<file path="config.mk">
export PLATFORM = sky130hd
export DESIGN_NAME = call_ret_seq_flat
export DESIGN_NICKNAME = d
export VERILOG_FILES = /design/src/rtl/call_ret_seq_if.sv /design/src/rtl/call_ret_seq.sv /design/src/flat_wrapper.sv
export SDC_FILE = /design/constraint.sdc
export NUM_CORES = 1
export LEC_CHECK = 0
export CORE_ASPECT_RATIO = 2
export CORE_MARGIN = 3
export CORE_UTILIZATION = 43
export CTS_CLUSTER_DIAMETER = 30
export DETAILED_ROUTE_END_ITERATION = 8
export PLACE_DENSITY = 0.84
export SYNTH_ARGS = -nofsm -noshare
export SYNTH_HDL_FRONTEND = slang
export SYNTH_SLANG_ARGS = --single-unit
</file>
<file path="constraint.sdc">
create_clock -name clk -period 3 [get_ports clk]
set_input_delay 0.6 -clock clk [delete_from_list [all_inputs] [get_ports clk]]
set_output_delay 0.6 -clock clk [all_outputs]
set_load 0.05 [all_outputs]
</file>
<file path="src/rtl/call_ret_seq_if.sv">
// Call/return sequencer bus: request side, stack-pointer link and stack RAM port.
// err_clr exists only when CRS_STICKY_ERR_EN is defined.
interface call_ret_seq_if #(
   parameter int AW = 8,
   parameter int DW = 8
);
   logic          call_req;
   logic          ret_req;
   logic [DW-1:0] pc_in;
   logic          sp_en;
   logic          sp_rw;
   logic [AW-1:0] sp_addr;
   logic [AW-1:0] mem_addr;
   logic          mem_we;
   logic [DW-1:0] mem_wdata;
   logic          mem_re;
   logic [DW-1:0] mem_rdata;
   logic [DW-1:0] ret_pc;
   logic          ret_valid;
   logic          busy;
   logic          done;
   logic          err_ovf;
   logic          err_unf;
   logic [6:0]    depth;
`ifdef CRS_STICKY_ERR_EN
   logic          err_clr;
`endif

   modport slave (
      input  call_req, ret_req, pc_in, sp_addr, mem_rdata,
`ifdef CRS_STICKY_ERR_EN
      input  err_clr,
`endif
      output sp_en, sp_rw, mem_addr, mem_we, mem_wdata, mem_re,
      output ret_pc, ret_valid, busy, done, err_ovf, err_unf, depth
   );

   modport master (
      output call_req, ret_req, pc_in, sp_addr, mem_rdata,
`ifdef CRS_STICKY_ERR_EN
      output err_clr,
`endif
      input  sp_en, sp_rw, mem_addr, mem_we, mem_wdata, mem_re,
      input  ret_pc, ret_valid, busy, done, err_ovf, err_unf, depth
   );
endinterface

</file>
<file path="src/rtl/call_ret_seq.sv">
// Call/return sequencer: pushes return PCs to stack RAM on CALL, pops on RET.
// Optional CRS_STICKY_ERR_EN: sticky err_ovf/err_unf cleared by err_clr.
module call_ret_seq #(
   parameter int AW    = 8,
   parameter int DW    = 8,
   parameter int DEPTH = 80
) (
   input logic           clk,
   input logic           rst,
   call_ret_seq_if.slave bus
);
   typedef enum logic [2:0] {
      IDLE, PUSH_REQ, PUSH_WR, POP_REQ, POP_RD, POP_CAP, FIN
   } state_e;

   localparam logic [6:0] DMAX = 7'(DEPTH);

   state_e        state_q, state_d;
   logic [DW-1:0] pc_q, pc_d;
   logic [6:0]    depth_q, depth_d;
   logic [DW-1:0] ret_pc_q;
   logic          sp_en_q, sp_rw_q, mem_we_q, mem_re_q;
   logic          ret_valid_q, done_q;
   logic          err_ovf_q, err_ovf_d;
   logic          err_unf_q, err_unf_d;
   logic          ovf_set, unf_set;

   always_comb begin
      state_d = state_q;
      pc_d    = pc_q;
      depth_d = depth_q;
      ovf_set = 1'b0;
      unf_set = 1'b0;
      unique case (state_q)
         IDLE: begin
            // CALL has priority; a simultaneous RET is dropped
            if (bus.call_req) begin
               if (depth_q == DMAX) begin
                  ovf_set = 1'b1;
                  state_d = FIN;
               end else begin
                  pc_d    = bus.pc_in;
                  state_d = PUSH_REQ;
               end
            end else if (bus.ret_req) begin
               if (depth_q == 7'd0) begin
                  unf_set = 1'b1;
                  state_d = FIN;
               end else begin
                  state_d = POP_REQ;
               end
            end
         end
         PUSH_REQ: state_d = PUSH_WR;
         PUSH_WR: begin
            depth_d = depth_q + 7'd1;
            state_d = FIN;
         end
         POP_REQ: state_d = POP_RD;
         POP_RD: begin
            depth_d = depth_q - 7'd1;
            state_d = POP_CAP;
         end
         POP_CAP: state_d = FIN;
         FIN:     state_d = IDLE;
         default: state_d = IDLE;
      endcase
`ifdef CRS_STICKY_ERR_EN
      err_ovf_d = bus.err_clr ? 1'b0 : (err_ovf_q | ovf_set);
      err_unf_d = bus.err_clr ? 1'b0 : (err_unf_q | unf_set);
`else
      err_ovf_d = ovf_set;
      err_unf_d = unf_set;
`endif
   end

   always_ff @(posedge clk or negedge rst) begin
      if (!rst) begin
         state_q     <= IDLE;
         pc_q        <= '0;
         depth_q     <= '0;
         ret_pc_q    <= '0;
         sp_en_q     <= 1'b0;
         sp_rw_q     <= 1'b0;
         mem_we_q    <= 1'b0;
         mem_re_q    <= 1'b0;
         ret_valid_q <= 1'b0;
         done_q      <= 1'b0;
         err_ovf_q   <= 1'b0;
         err_unf_q   <= 1'b0;
      end else begin
         state_q     <= state_d;
         pc_q        <= pc_d;
         depth_q     <= depth_d;
         sp_en_q     <= (state_d == PUSH_REQ) || (state_d == POP_REQ);
         sp_rw_q     <= (state_d == POP_REQ);
         mem_we_q    <= (state_d == PUSH_WR);
         mem_re_q    <= (state_d == POP_RD);
         // RAM data arrives in POP_CAP; ret_pc and ret_valid show it in FIN
         ret_valid_q <= (state_q == POP_CAP);
         if (state_q == POP_CAP) ret_pc_q <= bus.mem_rdata;
         done_q      <= (state_d == FIN);
         err_ovf_q   <= err_ovf_d;
         err_unf_q   <= err_unf_d;
      end
   end

   // sp_addr is only valid in the cycle after sp_en, so it is passed through
   assign bus.mem_addr  = (state_q == PUSH_WR || state_q == POP_RD)
                        ? bus.sp_addr : '0;
   assign bus.mem_wdata = mem_we_q ? pc_q : '0;
   assign bus.mem_we    = mem_we_q;
   assign bus.mem_re    = mem_re_q;
   assign bus.sp_en     = sp_en_q;
   assign bus.sp_rw     = sp_rw_q;
   assign bus.ret_pc    = ret_pc_q;
   assign bus.ret_valid = ret_valid_q;
   assign bus.busy      = (state_q != IDLE);
   assign bus.done      = done_q;
   assign bus.err_ovf   = err_ovf_q;
   assign bus.err_unf   = err_unf_q;
   assign bus.depth     = depth_q;
endmodule
</file>
<file path="src/flat_wrapper.sv">
// flat-port wrapper written by rule: the top's interface ports become plain ports
module call_ret_seq_flat 
#(
   parameter int AW    = 8,
   parameter int DW    = 8,
   parameter int DEPTH = 80
)
  (clk, rst, bus_call_req, bus_ret_req, bus_pc_in, bus_sp_addr, bus_mem_rdata, bus_sp_en, bus_sp_rw, bus_mem_addr, bus_mem_we, bus_mem_wdata, bus_mem_re, bus_ret_pc, bus_ret_valid, bus_busy, bus_done, bus_err_ovf, bus_err_unf, bus_depth);
  call_ret_seq_if #(.AW(AW), .DW(DW)) bus_i ();
  input logic clk;
  input logic rst;
  input wire logic [$bits(bus_i.call_req)-1:0] bus_call_req;
  input wire logic [$bits(bus_i.ret_req)-1:0] bus_ret_req;
  input wire logic [$bits(bus_i.pc_in)-1:0] bus_pc_in;
  input wire logic [$bits(bus_i.sp_addr)-1:0] bus_sp_addr;
  input wire logic [$bits(bus_i.mem_rdata)-1:0] bus_mem_rdata;
  output wire logic [$bits(bus_i.sp_en)-1:0] bus_sp_en;
  output wire logic [$bits(bus_i.sp_rw)-1:0] bus_sp_rw;
  output wire logic [$bits(bus_i.mem_addr)-1:0] bus_mem_addr;
  output wire logic [$bits(bus_i.mem_we)-1:0] bus_mem_we;
  output wire logic [$bits(bus_i.mem_wdata)-1:0] bus_mem_wdata;
  output wire logic [$bits(bus_i.mem_re)-1:0] bus_mem_re;
  output wire logic [$bits(bus_i.ret_pc)-1:0] bus_ret_pc;
  output wire logic [$bits(bus_i.ret_valid)-1:0] bus_ret_valid;
  output wire logic [$bits(bus_i.busy)-1:0] bus_busy;
  output wire logic [$bits(bus_i.done)-1:0] bus_done;
  output wire logic [$bits(bus_i.err_ovf)-1:0] bus_err_ovf;
  output wire logic [$bits(bus_i.err_unf)-1:0] bus_err_unf;
  output wire logic [$bits(bus_i.depth)-1:0] bus_depth;
  assign bus_i.call_req = bus_call_req;
  assign bus_i.ret_req = bus_ret_req;
  assign bus_i.pc_in = bus_pc_in;
  assign bus_i.sp_addr = bus_sp_addr;
  assign bus_i.mem_rdata = bus_mem_rdata;
  assign bus_sp_en = bus_i.sp_en;
  assign bus_sp_rw = bus_i.sp_rw;
  assign bus_mem_addr = bus_i.mem_addr;
  assign bus_mem_we = bus_i.mem_we;
  assign bus_mem_wdata = bus_i.mem_wdata;
  assign bus_mem_re = bus_i.mem_re;
  assign bus_ret_pc = bus_i.ret_pc;
  assign bus_ret_valid = bus_i.ret_valid;
  assign bus_busy = bus_i.busy;
  assign bus_done = bus_i.done;
  assign bus_err_ovf = bus_i.err_ovf;
  assign bus_err_unf = bus_i.err_unf;
  assign bus_depth = bus_i.depth;
  call_ret_seq #(.AW(AW), .DW(DW), .DEPTH(DEPTH)) u_core (.clk(clk), .rst(rst), .bus(bus_i));
endmodule
</file>
# After elaboration in Yosys (flattened, before gate mapping)
# Index checks and enable logic that the tools add are counted.
[word_totals] reg_bits=34 inputBits=28 out_inout_bits=40 wordCells=49
[classes] add_sub_neg=2 eq_ne=11 muxes=15 bitwise_logic=1 reduce_logical=8
[op_table] op="$mux 8" count=2
[op_table] op="$pmux 3 s5" count=1
[op_table] op="$pmux 7 s2" count=1
[op_table] op="$eq 3x2->1 const B" count=4
[op_table] op="$eq 3x3->1 const B" count=4
[op_table] op="$mux 3" count=4
[op_table] op="$add 7x1->7 const B" count=1
[op_table] op="$eq 7x7->1 const B" count=1
[op_table] op="$logic_not 7->1" count=1
[op_table] op="$mux 1" count=7
[op_table] op="$sub 7x1->7 const B" count=1
[op_table] op="$eq 3x1->1 const B" count=2
[op_table] op="$logic_not 3->1" count=1
[op_table] op="$reduce_and 3->1" count=1
[op_table] op="$reduce_bool 3->1" count=1
[op_table] op="$logic_or 1x1->1" count=2
[op_table] op="$reduce_bool 2->1" count=1
[op_table] op="$reduce_or 2->1" count=1
[op_table] op="$not 1->1" count=1

# Logic depth before layout (Yosys ltp)
# Gate-level depths: netlist of run 1.
[depth] word_depth=7 mapped_depth=8 mapped_depth_nobuf=8

# Worst setup path after synthesis of run 1
# No wires, ideal clock.
[synth_timing] kind="register to register" from="register u_core.depth_q[1], in the netlist u_core.bus.depth[1]" to="register u_core.depth_q[6], in the netlist u_core.bus.depth[6]" setup_ns=0.116 arrival_time_ns=2.150 required_ns=2.884 setup_slack_ns=0.734 path_stages_with_launch=8 n_path_buf=1 synth_period_minus_slack_ns=2.266 cell_sequence="dfrtp_1 > clkbuf_1 > inv_1 > fa_1 > nor2b_1 > o2111a_1 > nor4_1 > o311ai_0"
[synth_via] elab_chain_cells=2 elab_cells_between_ends=3 classes_between="add/sub (2); mux (1)"
[synth_rtl] element="from (decl)" line="call_ret_seq.sv:20" rtl="logic [6:0] depth_q, depth_d;"
[synth_rtl] element="from (signal assigned)" line="call_ret_seq.sv:94" rtl="depth_q <= depth_d;"
[synth_rtl] element="$sub 7x1->7 or $add 7x1->7 (tied branches)" line="call_ret_seq.sv:61, call_ret_seq.sv:56"
[synth_rtl] element="$pmux 7 s2 (*)" line="call_ret_seq.sv:34" rtl="unique case (state_q)"
# Mark *: on every way between the ends. The rest lies on a longest branch, timed or not.
# A chain may end at the register's enable or synchronous reset.

# Worst setup path after layout of run 1
[layout_timing] from="register u_core.state_q[2]" to="output bus_mem_addr[6]"
[layout_via] elab_chain_cells=3 elab_cells_between_ends=4 classes_between="eq/ne (2); mux (1); reduce/logical (1)"
[layout_rtl] element="from (decl)" line="call_ret_seq.sv:18" rtl="state_e state_q, state_d;"
[layout_rtl] element="from (signal assigned)" line="call_ret_seq.sv:92" rtl="state_q <= state_d;"
[layout_rtl] element="$eq 3x2->1 or $eq 3x3->1 (tied branches)" line="call_ret_seq.sv:109" rtl="assign bus.mem_addr = (state_q == PUSH_WR || state_q == POP_RD)"
[layout_rtl] element="$logic_or 1x1->1 (*)" line="call_ret_seq.sv:109"
[layout_rtl] element="$mux 8 (*)" line="call_ret_seq.sv:110" rtl="? bus.sp_addr : '0;"
[layout_rtl] element="to (decl)" line="flat_wrapper.sv:19" rtl="output wire logic [$bits(bus_i.mem_addr)-1:0] bus_mem_addr;"
# Marked as above.

==> results of run 1 <==
-- cells in the mapped netlist (2+ instances only) --
cell type	instances	area, sq um
o21a_1	3	22.5
nor4_1	3	18.8
buf_2	3	15.0
nor3_1	5	25.0
inv_1	8	30.0
clkbuf_1	3	11.3
ha_1	5	62.6
o31ai_1	3	22.5
mux2_2	8	90.1
and2_1	16	100
dfrtp_1	34	851
o311ai_0	3	26.3
nor2b_1	3	18.8
o21ai_0	5	25.0
a211oi_1	2	15.0
or4_1	2	15.0
a21oi_1	6	30.0
nand2_1	35	131
nor2_1	6	22.5
o31a_1	3	26.3
xnor2_1	3	26.3
-- sequential cells by signal, indices dropped and copies added (netlist names) --
| signal | count |
|---|---|
| u_core.bus.sp_rw | 1 |
| u_core.bus.ret_pc | 8 |
| u_core.pc_q | 8 |
| u_core.bus.err_ovf | 1 |
| u_core.bus.ret_valid | 1 |
| u_core.bus.depth | 7 |
| u_core.bus.done | 1 |
| u_core.bus.mem_re | 1 |
| u_core.bus.sp_en | 1 |
| u_core.bus.err_unf | 1 |
| u_core.bus.mem_we | 1 |
| u_core.state_q | 3 |
-- final cells by class --
cell class              instances  area [sq um]  share of cell area (%)
inverters                       9          33.8                    1.33
repair buffers                 69           673                    26.5
clock inverters                 1          5.00                   0.197
multi-input cells             125           825                    32.5
clock buffers                   7          86.3                    3.40
well taps                      51          63.8                    2.51
flip-flops and latches         34           851                    33.5
-- per-layer routing --
| layer | global-route usage [%] | share of wire [%] |
|---|---|---|
| met5 | 0 | 0 |
| met4 | 9.66 | 2.2 |
| met3 | 3.57 | 5.0 |
| met2 | 35.0 | 58 |
| met1 | 17.1 | 35 |
-- cell usage in the layout, fill, tap and decap left out, types with 5 or more instances in the layout --
cell type / count
a21oi_1: 6
and2_1: 16
buf_4: 7
clkbuf_8: 6
clkdlybuf4s50_1: 62
dfrtp_1: 34
ha_1: 5
inv_1: 8
mux2_2: 8
nand2_1: 35
nor2_1: 5
nor3_1: 5
o21ai_0: 5
-- worst min-delay path, cell delays in order, from the launching register on --
cell and delay (ps):
dfrtp_1 340, nand2_1 50, nand2_1 50
-- timing repair --
action,in CTS,in global routing
gates resized for setup,0,1
setup endpoints to repair,0,3
buffers inserted,0,0
-- kinds of logic after synthesis --
group	Yosys count	share of synthesized area (%)
AND/OR/NAND/NOR	77	22.0
flip-flops	34	49.1
AO/OA/AOI/OAI	30	13.4
buffers and inverters	15	3.47
multiplexers	8	5.20
adder cells (fa/ha/maj)	6	4.77
XOR/XNOR	4	2.02
-- path summary, 6_finish.rpt --
kind | end | slack [ps] | depth (start not counted)
setup / recovery | bus_mem_addr[6] | 160 | 4
hold / removal | u_core.bus.ret_pc[0] | 470 | 2
setup reg to reg | u_core.bus.depth[6] | 490 | 8
hold reg to reg | u_core.bus.ret_pc[0] | 470 | 2
max in group asynchronous | u_core.bus.err_unf | 1970 | 2
min in group asynchronous | u_core.bus.ret_pc[6] | 720 | 2
-- power by group --
part	switching, mW	leakage (nW)	internal, mW
clock	0.155	0.0482	0.185
combinational	1.31	0.627	0.757
sequential	0.195	0.422	0.664
==> impl_results.html, run 1 <==
<table>
<tr><th>Metric</th><th>Value</th></tr>
<tr><th colspan="2">Die</th></tr>
<tr><td>Area enclosed by the die boundary</td><td>4870 sq um</td></tr>
<tr><td>Die H</td><td>95.8 um</td></tr>
<tr><td>Total I/O pin count</td><td>68</td></tr>
<tr><td>Horiz. Die Dim</td><td>50.9 um</td></tr>
<tr><td>Effective utilization at floorplan</td><td>44.6%</td></tr>
<tr><td>Placeable core region</td><td>approximately 3900 sq um</td></tr>
<tr><td>Number of standard-cell rows in the floorplan</td><td>32</td></tr>
<tr><th colspan="2">Timing</th></tr>
<tr><td>Transition time at the pin with the least slew margin</td><td>528 ps</td></tr>
<tr><td>Final cycle utilization of the critical path</td><td>a little over nine tenths</td></tr>
<tr><td>Max_slew headroom</td><td>around 65%</td></tr>
<tr><td>Hold slack</td><td>473 ps</td></tr>
<tr><td>Total count of hold-check failures in the final report</td><td>0</td></tr>
<tr><td>RSZ-0062 raised after global routing</td><td>false</td></tr>
<tr><td>Setup WS post-layout</td><td>164 ps</td></tr>
<tr><td>Setup_tns</td><td>0 ps</td></tr>
<tr><td>Setup Viol. Count Final</td><td>0</td></tr>
<tr><td>Fmax</td><td>0.353 GHz</td></tr>
<tr><td>Tmin final</td><td>around 2800 ps</td></tr>
<tr><td>Final setup skew</td><td>~8.4 ps</td></tr>
<tr><td>Number of max-slew violations in the final report</td><td>0</td></tr>
<tr><th colspan="2">Critical path</th></tr>
<tr><td>Capturing element type of the critical path</td><td>primary output</td></tr>
<tr><td>Worst Path Buf+Inv</td><td>1</td></tr>
<tr><td>Origin of the critical flop-to-flop path</td><td>u_core.state_q[0]</td></tr>
<tr><td>Crit path launch type</td><td>flop</td></tr>
<tr><td>Largest fanout on the critical path</td><td>10</td></tr>
<tr><td>Arrival @ worst endpoint</td><td>2240 ps</td></tr>
<tr><td>Critical path's slowest cell</td><td>clkdlybuf4s50_1</td></tr>
<tr><td>Worst Setup Path Type</td><td>reg -&gt; out</td></tr>
<tr><td>Req. time, crit path</td><td>~2400 ps</td></tr>
<tr><td>Largest stage delay on the critical path</td><td>800 ps</td></tr>
<tr><td>Source of the critical timing path</td><td>u_core.state_q[2]</td></tr>
<tr><td>Cell family contributing the most delay on the critical path</td><td>buffers and inverters</td></tr>
<tr><td>CP Cell Sequence</td><td>xnor2_1 -&gt; nor2_2 -&gt; and2_1 -&gt; clkdlybuf4s50_1</td></tr>
<tr><th colspan="2">Drt</th></tr>
<tr><td>DRC</td><td>0</td></tr>
<tr><td>Iter 0 DRT Violations</td><td>17</td></tr>
<tr><td>Vias post-DR</td><td>1519</td></tr>
<tr><td>Routed WL</td><td>4.04 mm</td></tr>
<tr><td>Drt first pass iters</td><td>4</td></tr>
<tr><td>Per-cell via count in the routed design</td><td>around 5</td></tr>
<tr><td>WL/cell</td><td>13.6 um</td></tr>
<tr><td>Antenna Violating Nets Remaining</td><td>0</td></tr>
<tr><th colspan="2">Global route</th></tr>
<tr><td>All-Layer GR Usage</td><td>18.1%</td></tr>
<tr><td>Maximum number of pins on one net before global-route repair</td><td>35</td></tr>
<tr><td>Number of global-route vias before repair</td><td>around 1.5k</td></tr>
<tr><td>Number of antenna violations at the first check in global routing</td><td>0</td></tr>
<tr><td>Global-route wire length before repair</td><td>6.54 mm</td></tr>
<tr><td>GR Overflow Total</td><td>0</td></tr>
<tr><th colspan="2">Clock network</th></tr>
<tr><td>Clk Tree Root Cell</td><td>clkbuf_8</td></tr>
<tr><td>Sink Count</td><td>34</td></tr>
<tr><td>Clock-pin slew of the registers on the worst-case setup and hold paths</td><td>~70 ps</td></tr>
<tr><td>Insertion delay to the later sink of the worst-skew pair</td><td>280 ps</td></tr>
<tr><td>Max H-tree Level</td><td>2</td></tr>
<tr><td>Number of buffers created by CTS</td><td>5</td></tr>
<tr><td>Number of buffers inserted for hold repair after clock tree synthesis</td><td>0</td></tr>
<tr><td>Longest Clk Path Bufs</td><td>2</td></tr>
<tr><td>Clock tree from TritonCTS</td><td>done</td></tr>
<tr><th colspan="2">Placement</th></tr>
<tr><td>Detailed Place HPWL</td><td>3.19 mm</td></tr>
<tr><td>Pre-CTS setup slack</td><td>339 ps</td></tr>
<tr><td>Cell Count Post-Placement</td><td>288</td></tr>
<tr><td>Placer Congestion</td><td>0.817</td></tr>
<tr><td>Standard cell area after detailed placement</td><td>2440 sq um</td></tr>
<tr><td>Count of buffers from port buffering</td><td>67</td></tr>
<tr><th colspan="2">Layout</th></tr>
<tr><td>Final std cells w/o fill</td><td>296</td></tr>
<tr><td>Area growth from synthesis to layout</td><td>46.4%</td></tr>
<tr><td>Number of nets in the layout</td><td>278</td></tr>
<tr><td>Share of post-route cells with drive strength above 1</td><td>11.0%</td></tr>
<tr><td>Area of all placed cells without fillers</td><td>2540 sq um</td></tr>
<tr><td>Number of antenna repair diodes</td><td>0</td></tr>
<tr><td>Fill count</td><td>342</td></tr>
<tr><td>Post-layout util</td><td>65.3%</td></tr>
<tr><th colspan="2">Power</th></tr>
<tr><td>Power density relative to cell area</td><td>around 1300 nW/um^2</td></tr>
<tr><td>Total leakage power</td><td>~1.1 nW</td></tr>
<tr><td>Max VDD drop</td><td>0.000819 V</td></tr>
<tr><td>Final Power</td><td>roughly 3.3 mW</td></tr>
<tr><th colspan="2">Yosys</th></tr>
<tr><td>Cell area after synthesis</td><td>1730 sq um</td></tr>
<tr><td>Number of enable-type register cells in the synthesized netlist</td><td>0</td></tr>
<tr><td>Share of synthesized registers carrying an async set or reset</td><td>100%</td></tr>
<tr><td>Per-instance average area after synthesis</td><td>9.96 sq um</td></tr>
<tr><td>Number of distinct library cells after synthesis</td><td>36</td></tr>
<tr><td>Post-Synthesis Net Count</td><td>roughly 210</td></tr>
<tr><td>Primary flip-flop cell chosen by synthesis mapping</td><td>dfrtp_1</td></tr>
<tr><td>Register area share after synthesis</td><td>49.1%</td></tr>
<tr><td>Syn Inst Count</td><td>174</td></tr>
<tr><td>Post-synthesis register bit count</td><td>34</td></tr>
<tr><td>Yosys warns</td><td>0</td></tr>
<tr><th colspan="2">Min path</th></tr>
<tr><td>HP Class</td><td>reg -&gt; reg</td></tr>
<tr><td>Hold_sp</td><td>u_core.bus.ret_pc[0]</td></tr>
<tr><th colspan="2">Flow run</th></tr>
<tr><td>Number of maximum-capacitance constraint violations</td><td>0</td></tr>
<tr><th colspan="2">Outcome</th></tr>
<tr><td>Run status</td><td>completed</td></tr>
</table>
Power figures use the tool's default switching activity.
==> run 2: changes to the inputs <==
Settings changed: CTS_BUF_LIST from default to sky130_fd_sc_hd__clkbuf_16, GPL_ROUTABILITY_DRIVEN from default to 0.
==> impl_results.html, run 2 (synthesis results as in run 1) <==
<table>
<tr><th>Metric</th><th>Value</th></tr>
<tr><th colspan="2">Layout</th></tr>
<tr><td>Share of post-route cells with drive strength above 1</td><td>10.6%</td></tr>
<tr><td>Most used cells in the layout excluding fill and tap cells</td><td>62 x clkdlybuf4s50_1, 35 x nand2_1, 34 x dfrtp_1, 16 x and2_1, 9 x inv_1</td></tr>
<tr><td>Commonest non-fill, non-tap cell in the layout</td><td>clkdlybuf4s50_1</td></tr>
<tr><td>Area growth from synthesis to layout</td><td>49.1%</td></tr>
<tr><td>Number of nets in the layout</td><td>278</td></tr>
<tr><td>Fill count</td><td>335</td></tr>
<tr><td>Number of antenna repair diodes</td><td>0</td></tr>
<tr><th colspan="2">Timing</th></tr>
<tr><td>RSZ-0062 raised after global routing</td><td>false</td></tr>
<tr><td>Total count of hold-check failures in the final report</td><td>0</td></tr>
<tr><td>Setup Viol. Count Final</td><td>0</td></tr>
<tr><td>Hold slack</td><td>between 400 and 500 ps</td></tr>
<tr><td>Final cycle utilization of the critical path</td><td>94.3%</td></tr>
<tr><td>Final setup skew</td><td>between 7 and 8 ps</td></tr>
<tr><td>Fmax</td><td>around 0.35 GHz</td></tr>
<tr><td>Tmin final</td><td>roughly 2800 ps</td></tr>
<tr><td>Setup_tns</td><td>0 ps</td></tr>
<tr><td>Transition time at the pin with the least slew margin</td><td>526 ps</td></tr>
<tr><td>Max_slew headroom</td><td>between 60% and 70%</td></tr>
<tr><td>Number of max-slew violations in the final report</td><td>0</td></tr>
<tr><th colspan="2">Clock network</th></tr>
<tr><td>Clk Tree Root Cell</td><td>clkbuf_16</td></tr>
<tr><td>Longest Clk Path Bufs</td><td>2</td></tr>
<tr><td>Insertion delay to the later sink of the worst-skew pair</td><td>around 270 ps</td></tr>
<tr><td>PostCTS Resize Cnt</td><td>0</td></tr>
<tr><td>Number of buffers inserted for hold repair after clock tree synthesis</td><td>0</td></tr>
<tr><td>Clock-pin slew of the registers on the worst-case setup and hold paths</td><td>around 50 ps</td></tr>
<tr><td>Max H-tree Level</td><td>2</td></tr>
<tr><td>Clock tree from TritonCTS</td><td>done</td></tr>
<tr><td>Number of buffers created by CTS</td><td>5</td></tr>
<tr><td>Sink Count</td><td>34</td></tr>
<tr><td>Buffers inserted by post-CTS timing repair</td><td>0</td></tr>
<tr><th colspan="2">Die</th></tr>
<tr><td>Area enclosed by the die boundary</td><td>4870 sq um</td></tr>
<tr><td>Total I/O pin count</td><td>between 60 and 70</td></tr>
<tr><td>Placeable core region</td><td>3880 sq um</td></tr>
<tr><td>Die H</td><td>95.8 um</td></tr>
<tr><td>Effective utilization at floorplan</td><td>44.6%</td></tr>
<tr><td>Number of standard-cell rows in the floorplan</td><td>32</td></tr>
<tr><td>Horiz. Die Dim</td><td>50.9 um</td></tr>
<tr><th colspan="2">Drt</th></tr>
<tr><td>DRC</td><td>0</td></tr>
<tr><td>Drt first pass iters</td><td>4</td></tr>
<tr><td>Routed WL</td><td>slightly above 4 mm</td></tr>
<tr><td>Antenna Violating Nets Remaining</td><td>0</td></tr>
<tr><td>Iter 0 DRT Violations</td><td>19</td></tr>
<tr><td>Vias post-DR</td><td>1514</td></tr>
<tr><td>Per-cell via count in the routed design</td><td>5.11</td></tr>
<tr><td>WL/cell</td><td>13.7 um</td></tr>
<tr><th colspan="2">Global route</th></tr>
<tr><td>All-Layer GR Usage</td><td>18.2%</td></tr>
<tr><td>Global-route wire length before repair</td><td>between 6 and 7 mm</td></tr>
<tr><td>Number of antenna violations at the first check in global routing</td><td>0</td></tr>
<tr><td>Number of global-route vias before repair</td><td>1503</td></tr>
<tr><td>GR Overflow Total</td><td>0</td></tr>
<tr><td>Maximum number of pins on one net before global-route repair</td><td>35</td></tr>
<tr><th colspan="2">Power</th></tr>
<tr><td>Power share of the combinational group</td><td>60.8%</td></tr>
<tr><td>Internal Pwr Total</td><td>between 1.5 and 2 mW</td></tr>
<tr><td>Seq pwr share</td><td>25.3%</td></tr>
<tr><td>Switching portion of total power</td><td>49.4%</td></tr>
<tr><td>Net switching power of the design</td><td>roughly 1.7 mW</td></tr>
<tr><td>Max VDD drop</td><td>0.000866 V</td></tr>
<tr><td>Power density relative to cell area</td><td>1320 nW/um^2</td></tr>
<tr><td>Portion of total power attributed to the clock network</td><td>13.8%</td></tr>
<tr><td>Total leakage power</td><td>1.12 nW</td></tr>
<tr><th colspan="2">Placement</th></tr>
<tr><td>Detailed Place HPWL</td><td>3.19 mm</td></tr>
<tr><td>Count of buffers from port buffering</td><td>67</td></tr>
<tr><th colspan="2">Critical path</th></tr>
<tr><td>Largest fanout on the critical path</td><td>10</td></tr>
<tr><td>Req. time, crit path</td><td>2400 ps</td></tr>
<tr><td>CP Cell Sequence</td><td>xnor2_1 -&gt; nor2_2 -&gt; and2_1 -&gt; clkdlybuf4s50_1</td></tr>
<tr><td>Largest stage delay on the critical path</td><td>800 ps</td></tr>
<tr><td>Crit path launch type</td><td>flop</td></tr>
<tr><td>Worst Setup Path Type</td><td>reg -&gt; out</td></tr>
<tr><td>Worst Path Buf+Inv</td><td>1</td></tr>
<tr><td>Cell family contributing the most delay on the critical path</td><td>buffers and inverters</td></tr>
<tr><td>Critical path's slowest cell</td><td>clkdlybuf4s50_1</td></tr>
<tr><td>Arrival @ worst endpoint</td><td>approximately 2200 ps</td></tr>
<tr><td>Capturing element type of the critical path</td><td>primary output</td></tr>
<tr><th colspan="2">Min path</th></tr>
<tr><td>HP Class</td><td>reg -&gt; reg</td></tr>
<tr><th colspan="2">Outcome</th></tr>
<tr><td>Run status</td><td>completed</td></tr>
<tr><th colspan="2">Flow run</th></tr>
<tr><td>Number of maximum-capacitance constraint violations</td><td>0</td></tr>
</table>
==> run 2: changes by cell type in the layout (fill, tap and decap cells not counted), sizes merged <==
cell	delta
inv	+1
clkinv	+1
clkbuf	-2
==> run 2: final timing paths <==
kind	start	endpoint	slack, ps	cells past startpoint
max	u_core.state_q[2]	bus_mem_addr[6]	170	4
min	u_core.bus.ret_pc[0]	u_core.bus.ret_pc[0]	470	2
max reg2reg	u_core.state_q[0]	u_core.bus.depth[6]	540	8
min reg2reg	u_core.bus.ret_pc[0]	u_core.bus.ret_pc[0]	470	2
max in group asynchronous	rst	u_core.bus.err_unf	1970	2
min in group asynchronous	rst	u_core.bus.ret_pc[6]	730	2
==> run 2: cell type report <==
type | instances | area, sq um | area share, %
sequential | 34 | 851 | 32.9
multi-input combinational | 125 | 825 | 31.9
timing repair buffer | 69 | 673 | 26.1
clock buffer | 5 | 125 | 4.84
tap | 51 | 63.8 | 2.47
inverter | 9 | 33.8 | 1.31
clock inverter | 3 | 12.5 | 0.484
==> run 2: per-layer routing <==
metal	global-route usage (%)	vias to the layer above	share of wire, %
met5	0	-	0
met3	4.19	8	4.7
li1	-	743	-
met2	35.4	51	58
met1	17.2	712	35
met4	8.76	0	2.1
==> run 2: worst min-delay path, stage by stage (launching register included) <==
cell and delay (ps):
dfrtp_1 340, nand2_1 50, nand2_1 50
==> run 2: power groups by stage <==
stage	sequential (mW)	combinational (mW)	clock [mW]
floorplan	1.20	1.12	0
CTS	0.862	2.09	0.479
global route	0.901	2.22	0.498
detailed placement	0.867	2.08	0
global placement	0.856	2.04	0
finish	0.862	2.07	0.470
==> run 2: metrics by stage <==
stage          area [sq um]  util (%)  worst slack [ps]  instances  total power [mW]
2_1_floorplan          1730         -               734        174              2.32
3_3_place_gp           2440      62.9               369        288              2.90
3_5_place_dp           2440      62.9               339        288              2.95
4_1_cts                2580      66.5              45.5        296              3.43
5_1_grt                2580      66.5              37.9        296              3.62
6_report               2580      66.5               170        296              3.40
==> run 3: changes to the inputs <==
Settings changed: SLEW_MARGIN from default to 20.
Clock period 3 ns to 2.7 ns, I/O delays scaled along.
==> impl_results.html, run 3 (synthesis results as in run 1) <==
<table>
<tr><th>Metric</th><th>Value</th></tr>
<tr><th colspan="2">Critical path</th></tr>
<tr><td>Arrival @ worst endpoint</td><td>roughly 1900 ps</td></tr>
<tr><td>Worst Setup Path Type</td><td>reg -&gt; out</td></tr>
<tr><td>Minimum setup slack among reg-to-reg paths</td><td>310 ps</td></tr>
<tr><td>Origin of the critical flop-to-flop path</td><td>u_core.state_q[1]</td></tr>
<tr><td>Critical register-to-register path endpoint</td><td>u_core.bus.depth[6]</td></tr>
<tr><td>Crit path launch type</td><td>flop</td></tr>
<tr><td>Req. time, crit path</td><td>2160 ps</td></tr>
<tr><td>Largest fanout on the critical path</td><td>10</td></tr>
<tr><td>Number of cells on the worst reg-to-reg path</td><td>8</td></tr>
<tr><td>Capturing element type of the critical path</td><td>primary output</td></tr>
<tr><th colspan="2">Power</th></tr>
<tr><td>Max VDD drop</td><td>0.000996 V</td></tr>
<tr><td>Total leakage power</td><td>1.16 nW</td></tr>
<tr><td>Power density relative to cell area</td><td>1470 nW/um^2</td></tr>
<tr><th colspan="2">Global route</th></tr>
<tr><td>All-Layer GR Usage</td><td>approximately a fifth</td></tr>
<tr><td>GR Overflow Total</td><td>0</td></tr>
<tr><td>Number of antenna violations at the first check in global routing</td><td>0</td></tr>
<tr><td>Global-route wire length before repair</td><td>a little under 7 mm</td></tr>
<tr><td>Number of global-route vias before repair</td><td>1539</td></tr>
<tr><td>Maximum number of pins on one net before global-route repair</td><td>35</td></tr>
<tr><th colspan="2">Die</th></tr>
<tr><td>Effective utilization at floorplan</td><td>between 40% and 50%</td></tr>
<tr><td>Total I/O pin count</td><td>68</td></tr>
<tr><td>Area enclosed by the die boundary</td><td>4870 sq um</td></tr>
<tr><td>Number of standard-cell rows in the floorplan</td><td>32</td></tr>
<tr><td>Die H</td><td>95.8 um</td></tr>
<tr><td>Placeable core region</td><td>3880 sq um</td></tr>
<tr><td>Horiz. Die Dim</td><td>about 51 um</td></tr>
<tr><th colspan="2">Clock network</th></tr>
<tr><td>Insertion delay to the later sink of the worst-skew pair</td><td>270 ps</td></tr>
<tr><td>Number of buffers inserted for hold repair after clock tree synthesis</td><td>0</td></tr>
<tr><td>PostCTS Resize Cnt</td><td>0</td></tr>
<tr><td>Max H-tree Level</td><td>2</td></tr>
<tr><td>Clock-pin slew of the registers on the worst-case setup and hold paths</td><td>50 ps</td></tr>
<tr><td>Buffers inserted by post-CTS timing repair</td><td>0</td></tr>
<tr><td>Clock tree from TritonCTS</td><td>done</td></tr>
<tr><td>Clk Tree Root Cell</td><td>clkbuf_16</td></tr>
<tr><td>Longest Clk Path Bufs</td><td>2</td></tr>
<tr><td>Number of buffers created by CTS</td><td>5</td></tr>
<tr><td>Sink Count</td><td>34</td></tr>
<tr><th colspan="2">Outcome</th></tr>
<tr><td>Run status</td><td>completed</td></tr>
<tr><th colspan="2">Drt</th></tr>
<tr><td>Antenna Violating Nets Remaining</td><td>0</td></tr>
<tr><td>WL/cell</td><td>13.9 um</td></tr>
<tr><td>Vias post-DR</td><td>1523</td></tr>
<tr><td>Routed WL</td><td>4.13 mm</td></tr>
<tr><td>Per-cell via count in the routed design</td><td>5.11</td></tr>
<tr><td>DRC</td><td>0</td></tr>
<tr><td>Iter 0 DRT Violations</td><td>35</td></tr>
<tr><td>Drt first pass iters</td><td>4</td></tr>
<tr><th colspan="2">Layout</th></tr>
<tr><td>Post-layout util</td><td>69.2%</td></tr>
<tr><td>Area growth from synthesis to layout</td><td>55.2%</td></tr>
<tr><td>Commonest non-fill, non-tap cell in the layout</td><td>clkdlybuf4s50_1</td></tr>
<tr><td>Number of antenna repair diodes</td><td>0</td></tr>
<tr><td>Most used cells in the layout excluding fill and tap cells</td><td>59 x clkdlybuf4s50_1, 35 x nand2_1, 34 x dfrtp_1, 16 x and2_1, 9 x inv_1</td></tr>
<tr><td>Share of post-route cells with drive strength above 1</td><td>12.1%</td></tr>
<tr><td>Number of nets in the layout</td><td>280</td></tr>
<tr><th colspan="2">Timing</th></tr>
<tr><td>Final cycle utilization of the critical path</td><td>90.7%</td></tr>
<tr><td>RSZ-0062 raised after global routing</td><td>false</td></tr>
<tr><td>Final setup skew</td><td>4.99 ps</td></tr>
<tr><td>Tmin final</td><td>2450 ps</td></tr>
<tr><td>Transition time at the pin with the least slew margin</td><td>~540 ps</td></tr>
<tr><td>Max_slew headroom</td><td>64.0%</td></tr>
<tr><td>Total count of hold-check failures in the final report</td><td>0</td></tr>
<tr><td>Fmax</td><td>0.408 GHz</td></tr>
<tr><td>Setup_tns</td><td>0 ps</td></tr>
<tr><td>Number of max-slew violations in the final report</td><td>0</td></tr>
<tr><td>Setup Viol. Count Final</td><td>0</td></tr>
<tr><th colspan="2">Min path</th></tr>
<tr><td>HP Class</td><td>reg -&gt; reg</td></tr>
<tr><td>Hold_sp</td><td>u_core.bus.ret_pc[1]</td></tr>
<tr><td>Hold Path Sink</td><td>u_core.bus.ret_pc[1]</td></tr>
<tr><td>Depth of the worst hold-timing path</td><td>2</td></tr>
<tr><th colspan="2">Placement</th></tr>
<tr><td>Detailed Place HPWL</td><td>3.27 mm</td></tr>
<tr><td>Count of buffers from port buffering</td><td>67</td></tr>
<tr><th colspan="2">Flow run</th></tr>
<tr><td>Number of maximum-capacitance constraint violations</td><td>0</td></tr>
</table>
-- run 3: routing by layer --
layer / track usage, % / wire, um / up-vias
met5: 0 / 0 / -
met4: 8.99 / 80 / 0
met3: 4.96 / 248 / 8
met2: 35.8 / 2360 / 62
met1: 18.0 / 1440 / 709
li1: - / - / 744
-- run 3: cell type report --
cell class / count / area, sq um
fill: 313 / 1190
multi-input combinational: 125 / 822
inverter: 9 / 33.8
timing repair buffer: 71 / 781
clock buffer: 5 / 125
sequential: 34 / 851
tap: 51 / 63.8
clock inverter: 3 / 12.5
-- run 3: where the power goes --
part,internal [mW],switching (mW),total [mW]
clock network,0.332,0.187,0.520
logic,0.974,1.53,2.50
registers,0.740,0.195,0.935
total,2.05,1.91,3.96
-- run 3: worst max path at each step --
| stage | slack, ps | cells after the start | start | endpoint |
|---|---|---|---|---|
| floorplan | 430 | 7 | u_core.bus.depth[1] | u_core.bus.depth[6] |
| global placement | 380 | 5 | bus_call_req | u_core.bus.done |
| detailed placement | 320 | 8 | u_core.state_q[1] | u_core.bus.depth[6] |
| CTS | 250 | 3 | u_core.state_q[2] | bus_busy |
| global route | 150 | 3 | u_core.state_q[2] | bus_busy |
| finish | 250 | 3 | u_core.state_q[2] | bus_busy |
-- run 3: worst max-delay path, cell delays in order, from the launching register on --
cell	delay, ps
dfrtp_1	480
nor3_1	310
inv_1	130
clkdlybuf4s50_1	720
-- run 3: per-stage QoR --
| stage | power [mW] | instances | instance area (sq um) | worst slack (ps) | hold WS, ps |
|---|---|---|---|---|---|
| 2_1_floorplan | 2.58 | 174 | 1730 | 434 | 244 |
| 3_3_place_gp | 3.39 | 290 | 2550 | 376 | 459 |
| 3_5_place_dp | 3.45 | 290 | 2550 | 318 | 466 |
| 4_1_cts | 3.99 | 298 | 2690 | 245 | 479 |
| 5_1_grt | 4.21 | 298 | 2690 | 150 | 495 |
| 6_report | 3.96 | 298 | 2690 | 251 | 477 |
